## src/rtl/eth_pkg.sv

```systemverilog
// Shared Ethernet receive/transmit definitions: FSM states, CRC-32 constants,
// MII preamble/SFD nibbles and err_code bit positions.
package eth_pkg;

   typedef enum logic [1:0] {
      ST_IDLE,
      ST_PREAMBLE,
      ST_DATA,
      ST_DROP
   } rx_state_e;

   localparam logic [31:0] CRC32_POLY    = 32'h04C11DB7;
   localparam logic [31:0] CRC32_INIT    = 32'hFFFFFFFF;
   localparam logic [31:0] CRC32_RESIDUE = 32'hC704DD7B;

   localparam logic [3:0] NIB_PREAMBLE = 4'h5;
   localparam logic [3:0] NIB_SFD      = 4'hD;

   localparam int ERR_CRC = 0;
   localparam int ERR_LEN = 1;
   localparam int ERR_PHY = 2;

   function automatic logic [31:0] bitrev32(input logic [31:0] v);
      logic [31:0] r;
      for (int i = 0; i < 32; i++) r[i] = v[31-i];
      return r;
   endfunction

endpackage

```

## src/rtl/crc32_d8.sv

```systemverilog
// One-byte step of the reflected Ethernet CRC-32 (LSB of the byte enters first).
// Purely combinational so both receive and transmit paths can wrap it in their own register.
module crc32_d8
   import eth_pkg::*;
(
   input  logic [31:0] crc_i,
   input  logic [7:0]  data_i,
   output logic [31:0] crc_o
);

   localparam logic [31:0] POLY_REFL = bitrev32(CRC32_POLY);

   logic [31:0] crc_work;

   always_comb begin
      crc_work = crc_i;
      for (int i = 0; i < 8; i++) begin
         if (crc_work[0] ^ data_i[i]) crc_work = (crc_work >> 1) ^ POLY_REFL;
         else                         crc_work = crc_work >> 1;
      end
      crc_o = crc_work;
   end

endmodule

```

## src/rtl/mii_frame_receiver.sv

```systemverilog
// MII nibble-to-byte frame receiver: preamble/SFD detection, byte assembly,
// FCS check, length policing and a per-frame status strobe.
module mii_frame_receiver
   import eth_pkg::*;
#(
   parameter int MIN_LEN = 64,
   parameter int MAX_LEN = 1522
) (
   input  logic        eth_rx_clk,
   input  logic        eth_rx_rstn,
   input  logic [3:0]  eth_rx_d,
   input  logic        eth_rx_dv,
   input  logic        eth_rx_err,
   output logic [7:0]  byte_data,
   output logic        byte_valid,
   output logic        frame_start,
   output logic        frame_end,
   output logic        frame_good,
   output logic [2:0]  err_code,
   output logic [10:0] frame_len
);

   localparam logic [10:0] MIN_LEN_C = 11'(MIN_LEN);
   localparam logic [10:0] MAX_LEN_C = 11'(MAX_LEN);

   logic        rst_meta_q, rst_sync_q;
   rx_state_e   state_q;
   logic        armed_q, in_frame_q, odd_q;
   logic [3:0]  low_nib_q;
   logic [10:0] cnt_q;
   logic [2:0]  err_q;
   logic [31:0] crc_q;
   logic [7:0]  byte_data_q;
   logic        byte_valid_q, frame_start_q, frame_end_q, frame_good_q;
   logic [2:0]  err_code_q;
   logic [10:0] frame_len_q;

   logic [31:0] crc_d;
   logic [10:0] cnt_d;
   logic        len_bad, crc_ok;
   logic [2:0]  end_err;

   // Reset asserts immediately but releases only after two clean clock edges.
   always_ff @(posedge eth_rx_clk or negedge eth_rx_rstn) begin
      if (!eth_rx_rstn) begin
         rst_meta_q <= 1'b0;
         rst_sync_q <= 1'b0;
      end else begin
         rst_meta_q <= 1'b1;
         rst_sync_q <= rst_meta_q;
      end
   end

   crc32_d8 u_crc (
      .crc_i  (crc_q),
      .data_i ({eth_rx_d, low_nib_q}),
      .crc_o  (crc_d)
   );

   assign cnt_d   = (cnt_q == 11'h7FF) ? cnt_q : cnt_q + 11'd1;
   assign len_bad = (cnt_q < MIN_LEN_C) || (cnt_q > MAX_LEN_C);
   // The register shifts right, so compare its bit-reversed image to the residue.
   assign crc_ok  = (bitrev32(crc_q) == CRC32_RESIDUE);

   always_comb begin
      end_err = err_q;
      if (len_bad) end_err[ERR_LEN] = 1'b1;
      if (odd_q)   end_err[ERR_PHY] = 1'b1;
      if (state_q == ST_DATA && !crc_ok) end_err[ERR_CRC] = 1'b1;
   end

   always_ff @(posedge eth_rx_clk or negedge rst_sync_q) begin
      if (!rst_sync_q) begin
         state_q       <= ST_IDLE;
         armed_q       <= 1'b0;
         in_frame_q    <= 1'b0;
         odd_q         <= 1'b0;
         low_nib_q     <= 4'h0;
         cnt_q         <= 11'd0;
         err_q         <= 3'b000;
         crc_q         <= CRC32_INIT;
         byte_data_q   <= 8'h00;
         byte_valid_q  <= 1'b0;
         frame_start_q <= 1'b0;
         frame_end_q   <= 1'b0;
         frame_good_q  <= 1'b0;
         err_code_q    <= 3'b000;
         frame_len_q   <= 11'd0;
      end else begin
         byte_valid_q  <= 1'b0;
         frame_start_q <= 1'b0;
         frame_end_q   <= 1'b0;
         // After a reset the tail of an interrupted frame must drain before we listen again.
         armed_q       <= armed_q | ~eth_rx_dv;
         case (state_q)
            ST_IDLE: begin
               if (eth_rx_dv && armed_q && eth_rx_d == NIB_PREAMBLE) state_q <= ST_PREAMBLE;
            end
            ST_PREAMBLE: begin
               if (!eth_rx_dv) begin
                  state_q <= ST_IDLE;
               end else if (eth_rx_d == NIB_SFD) begin
                  state_q    <= ST_DATA;
                  in_frame_q <= 1'b1;
                  odd_q      <= 1'b0;
                  cnt_q      <= 11'd0;
                  err_q      <= 3'b000;
                  crc_q      <= CRC32_INIT;
               end else if (eth_rx_d != NIB_PREAMBLE) begin
                  state_q <= ST_DROP;
               end
            end
            ST_DATA: begin
               if (!eth_rx_dv) begin
                  frame_end_q  <= 1'b1;
                  frame_len_q  <= cnt_q;
                  err_code_q   <= end_err;
                  frame_good_q <= (end_err == 3'b000);
                  in_frame_q   <= 1'b0;
                  state_q      <= ST_IDLE;
               end else if (eth_rx_err) begin
                  err_q[ERR_PHY] <= 1'b1;
                  state_q        <= ST_DROP;
               end else if (!odd_q) begin
                  low_nib_q <= eth_rx_d;
                  odd_q     <= 1'b1;
               end else begin
                  odd_q <= 1'b0;
                  cnt_q <= cnt_d;
                  if (cnt_d > MAX_LEN_C) begin
                     err_q[ERR_LEN] <= 1'b1;
                     state_q        <= ST_DROP;
                  end else begin
                     byte_data_q   <= {eth_rx_d, low_nib_q};
                     byte_valid_q  <= 1'b1;
                     frame_start_q <= (cnt_q == 11'd0);
                     crc_q         <= crc_d;
                  end
               end
            end
            ST_DROP: begin
               if (!eth_rx_dv) begin
                  if (in_frame_q) begin
                     frame_end_q  <= 1'b1;
                     frame_len_q  <= cnt_q;
                     err_code_q   <= end_err;
                     frame_good_q <= (end_err == 3'b000);
                  end
                  in_frame_q <= 1'b0;
                  state_q    <= ST_IDLE;
               end else if (in_frame_q) begin
                  // Keep counting so the reported length reflects the whole frame.
                  odd_q <= ~odd_q;
                  if (odd_q) cnt_q <= cnt_d;
               end
            end
            default: state_q <= ST_IDLE;
         endcase
      end
   end

   assign byte_data   = byte_data_q;
   assign byte_valid  = byte_valid_q;
   assign frame_start = frame_start_q;
   assign frame_end   = frame_end_q;
   assign frame_good  = frame_good_q;
   assign err_code    = err_code_q;
   assign frame_len   = frame_len_q;

endmodule

```

## config.mk

```make
export PLATFORM = sky130hd
export DESIGN_NAME = mii_frame_receiver
export DESIGN_NICKNAME = d
export VERILOG_FILES = /design/src/rtl/eth_pkg.sv /design/src/rtl/crc32_d8.sv /design/src/rtl/mii_frame_receiver.sv
export SDC_FILE = /design/constraint.sdc
export NUM_CORES = 1
export LEC_CHECK = 0
export BUFFER_PORTS_ARGS = -buffer_cell sky130_fd_sc_hd__buf_2
export CAP_MARGIN = 20
export CORE_MARGIN = 2
export CORE_UTILIZATION = 35
export CTS_BUF_LIST = sky130_fd_sc_hd__clkbuf_4 sky130_fd_sc_hd__clkbuf_8
export DETAILED_ROUTE_END_ITERATION = 10
export GPL_TIMING_DRIVEN = 0
export MAX_ROUTING_LAYER = met4
export SLEW_MARGIN = 20
export SYNTH_ARGS = -nofsm -noshare
export SYNTH_HDL_FRONTEND = slang
export SYNTH_SLANG_ARGS = --single-unit
```

## constraint.sdc

```tcl
create_clock -name eth_rx_clk -period 3.55 [get_ports eth_rx_clk]
set_clock_uncertainty 0.05 [all_clocks]
set_input_delay 0.5325 -clock eth_rx_clk [delete_from_list [all_inputs] [get_ports eth_rx_clk]]
set_output_delay 0.5325 -clock eth_rx_clk [all_outputs]
set_load 0.01 [all_outputs]
```

==> impl_metrics.tcl <==
set metrics [dict create \
    status "finished, final reports clean" \
    synthSimpleGateAreaFrac 0.154 \
    grt_overflow_total 0 \
    area_delta_synth_final_pct 12.8 \
    synthAdderAreaFrac 0.00533 \
    syn_nets 466 \
    power_w 0.00526 \
    worstPathCellList "ha_1 > buf_2 > and3_1 > buf_4 > a31oi_1 > o32ai_1 > a31o_1 > a21o_2 > nor2_8 > buf_6 > mux2_1" \
    min_path_type "flop to asynchronous set/reset pin" \
    core_area_um2 13200 \
    start_util 0.356 \
    setup_viol 0 \
    cp-end-kind "flop" \
    fp.dieW_um 120 \
    antenna_found_initial 0 \
    avgSynthCellArea_um2 10.3 \
    sw_frac_of_total 0.417 \
    maxCapViolations 0 \
    nets 512 \
    setup_tns_ns 0 \
    chipHeight_um 120 \
    pin_count 34 \
    tightest_slew_ns 0.821 \
    dp_hpwl_mm 8.10 \
    rsz0062_at_grt "false" \
    grt_first_pass_wirelength_mm 18.6 \
    yosysUniqueCellTypes 58 \
    cp-start-kind "flop" \
    synth-async-reset-ratio 1.00 \
    p_sw_w 0.00220 \
    cts_made_buffers 9 \
    firstDrtPassIters 4 \
    synth_cells 456 \
    viasPerCell 4.98 \
    synth_compound_area_frac 0.0826 \
    numPortBuffers 33 \
    worstSkewPairLatency_ns 0.36 \
    p_leak_nw 2.13 \
    crit_type "flop to flop" \
    comb_power_share 0.567 \
    drc 0 \
    drv_slew 0 \
    clkTransAtPathRegs_ns 0.09 \
    max_slew_margin 0.449 \
    cts_tree "yes" \
    place.gp.congestion 0.908 \
    reg2reg_to "byte_data[5]" \
    critPathSlowestCell "dfrtp_1" \
    clock-root-buffer "clkbuf_8" \
    synth_top_family_by_area "simple AND/OR/NAND/NOR gates" \
    cp.required_ns 3.74 \
    grt_pass1_vias 3627 \
    detail_route.wl_per_cell_um 16.0 \
    p_seq_frac 0.314 \
    drive_gt1_frac 0.258 \
    synth-xor-area-share 0.151 \
    crit_fanout 10 \
    grt_util_all_layers 0.171 \
    synth-edff-count 0 \
    timing.rr.start "cnt_q[0]" \
    power_density_nw_per_um2 993 \
    ff2ff_setup_slack_ns 0.73 \
    htree_levels 3 \
    critical_path_arrival_ns 3.01 \
    critPathMaxStageDelay_ns 0.47 \
    die_area_um2 14400 \
    clock_power_share 0.119 \
    ys.flop_type "dfrtp_1" \
    internal_power_w 0.00307 \
    dr_total_vias 3404 \
    hold_viol_final 0 \
    ir_worst_vdd_uv 772 \
    ff2ff_path_depth 11 \
    syn-cell-area_um2 4700 \
    grt_max_degree 48 \
    yosysSeqAreaShare 0.445 \
    synthMuxAreaShare 0.122 \
    cts.path.max_buffers 2 \
    min_period_ns 2.82 \
    period_share 0.794 \
    row_count 42 \
    synth_warnings 0 \
    antenna_cells 0 \
    fmax_mhz 355 \
    yosys_register_bits 82 \
    cts_setup_buffers 0 \
    cts_sinks 82 \
    routed_wl_mm 11.0 \
    drtIter0Drc 166 \
    ant_nets 0 \
]
sequential cells by signal, indices dropped and copies added, names as in the netlist, 2 cells and up:
name	flops
crc_q	32
cnt_q	11
byte_data	8
low_nib_q	4
err_code	3
frame_len	11
err_q	2
state_q	2
worst max-delay path by stage:
stage,slack (ns),cells after the start,from,endpoint
2_1_floorplan,1.03,11,cnt_q[0],byte_data[0]
5_1_grt,0.59,11,cnt_q[0],byte_data[2]
3_5_place_dp,0.74,11,cnt_q[0],byte_data[5]
4_1_cts,0.71,11,cnt_q[0],byte_data[5]
3_3_place_gp,0.11,0,rst_sync_q,err_code[2]
6_report,0.73,11,cnt_q[0],byte_data[5]
kinds of logic after synthesis:
| family | count (synthesis) |
|---|---|
| AO/OA/AOI/OAI | 60 |
| XOR/XNOR | 70 |
| adder cells (fa/ha/maj) | 2 |
| buffers and inverters | 35 |
| flip-flops | 82 |
| multiplexers | 54 |
| other | 1 |
| AND/OR/NAND/NOR | 152 |
worst max-delay path, delay by kind of cell, from the launching register on:
kind                     cells  cell delay, ns
AO/OA/AOI/OAI                4            0.70
buffers and inverters        3            0.54
flip-flops                   1            0.47
AND/OR/NAND/NOR              2            0.36
multiplexers                 1            0.35
adder cells (fa/ha/maj)      1            0.23
per-stage QoR:
stage | hold slack [ns] | util | cells | setup slack [ns] | instance area [µm²]
3_5_place_dp | 0.268 | 0.387 | 666 | 0.737 | 5110
6_report | 0.310 | 0.402 | 683 | 0.730 | 5300
5_1_grt | 0.336 | 0.402 | 683 | 0.587 | 5300
2_1_floorplan | 0.187 | - | 456 | 1.03 | 4700
4_1_cts | 0.322 | 0.402 | 683 | 0.713 | 5300
3_3_place_gp | 0.267 | 0.385 | 665 | 0.109 | 5080
power by group through the flow:
stage                     clock, W  sequential [W]  combinational (W)
after floorplan                  0         0.00161            0.00238
after global placement           0         0.00165            0.00295
after detailed placement         0         0.00166            0.00297
after CTS                 0.000653         0.00165            0.00300
after global routing      0.000695         0.00169            0.00327
final                     0.000628         0.00165            0.00298
cell type report:
cell class,count,area [µm²]
clock inverter,4,28.8
fill,1333,7890
tap,176,220
multi-input combinational,339,2420
timing repair buffer,35,195
sequential,82,2100
buffer,28,155
inverter,7,26.3
clock buffer,12,153
repair_timing:
item                      in CTS  in global routing
hold endpoints to repair       2                  0
resized for setup              0                  0
hold buffers                   1                  0
cells in the mapped netlist, types with 2 or more instances:
cell      instances  area (µm²)
nor4_1            4        25.0
nand2_1          29         109
xnor2_2           7         114
o32ai_1           2        17.5
a22o_1            3        26.3
nor3_1            3        15.0
and3_1            2        12.5
buf_4             2        15.0
a21oi_1          19        95.1
buf_2            10        50.1
nand4b_1          4        35.0
xnor2_1          50         438
nor2b_1           7        43.8
o21ai_0          15        75.1
nand3_1           8        40.0
dfrtp_1          50        1250
o21a_1            3        22.5
mux2i_1          31         310
mux2_2           15         169
ha_1              2        25.0
o31ai_1           2        15.0
nor2_1           74         278
clkbuf_1         12        45.0
xor2_1           10        87.6
nand4_1           4        25.0
xor2_4            2        55.1
nand2b_1          3        18.8
nor4b_1           2        17.5
buf_6             4        45.0
and2_1            3        18.8
inv_1             7        26.3
a41oi_1           3        26.3
a31oi_1           2        12.5
dfstp_2          32         841
mux2_1            7        78.8
layout by cell type (no fill, tap or decap), types with 8 or more instances in the layout:
cell,count
xor2_1,10
dfstp_2,32
nand3_1,8
nand2_1,29
mux2_2,15
clkbuf_8,10
mux2i_1,31
clkbuf_1,12
dfrtp_1,49
a21oi_1,19
o21ai_0,15
nor2_1,74
buf_2,43
xnor2_1,50
layer usage:
layer  vias to the layer above  global-route usage  wire length (µm)
met5                         -                   -                 0
met4                         0              0.0566               274
met1                      1673               0.207              4810
met3                        19              0.0433               395
met2                        62               0.281              5470
li1                       1650                   -                 -
Note: power is estimated with default switching activity, not from simulation.
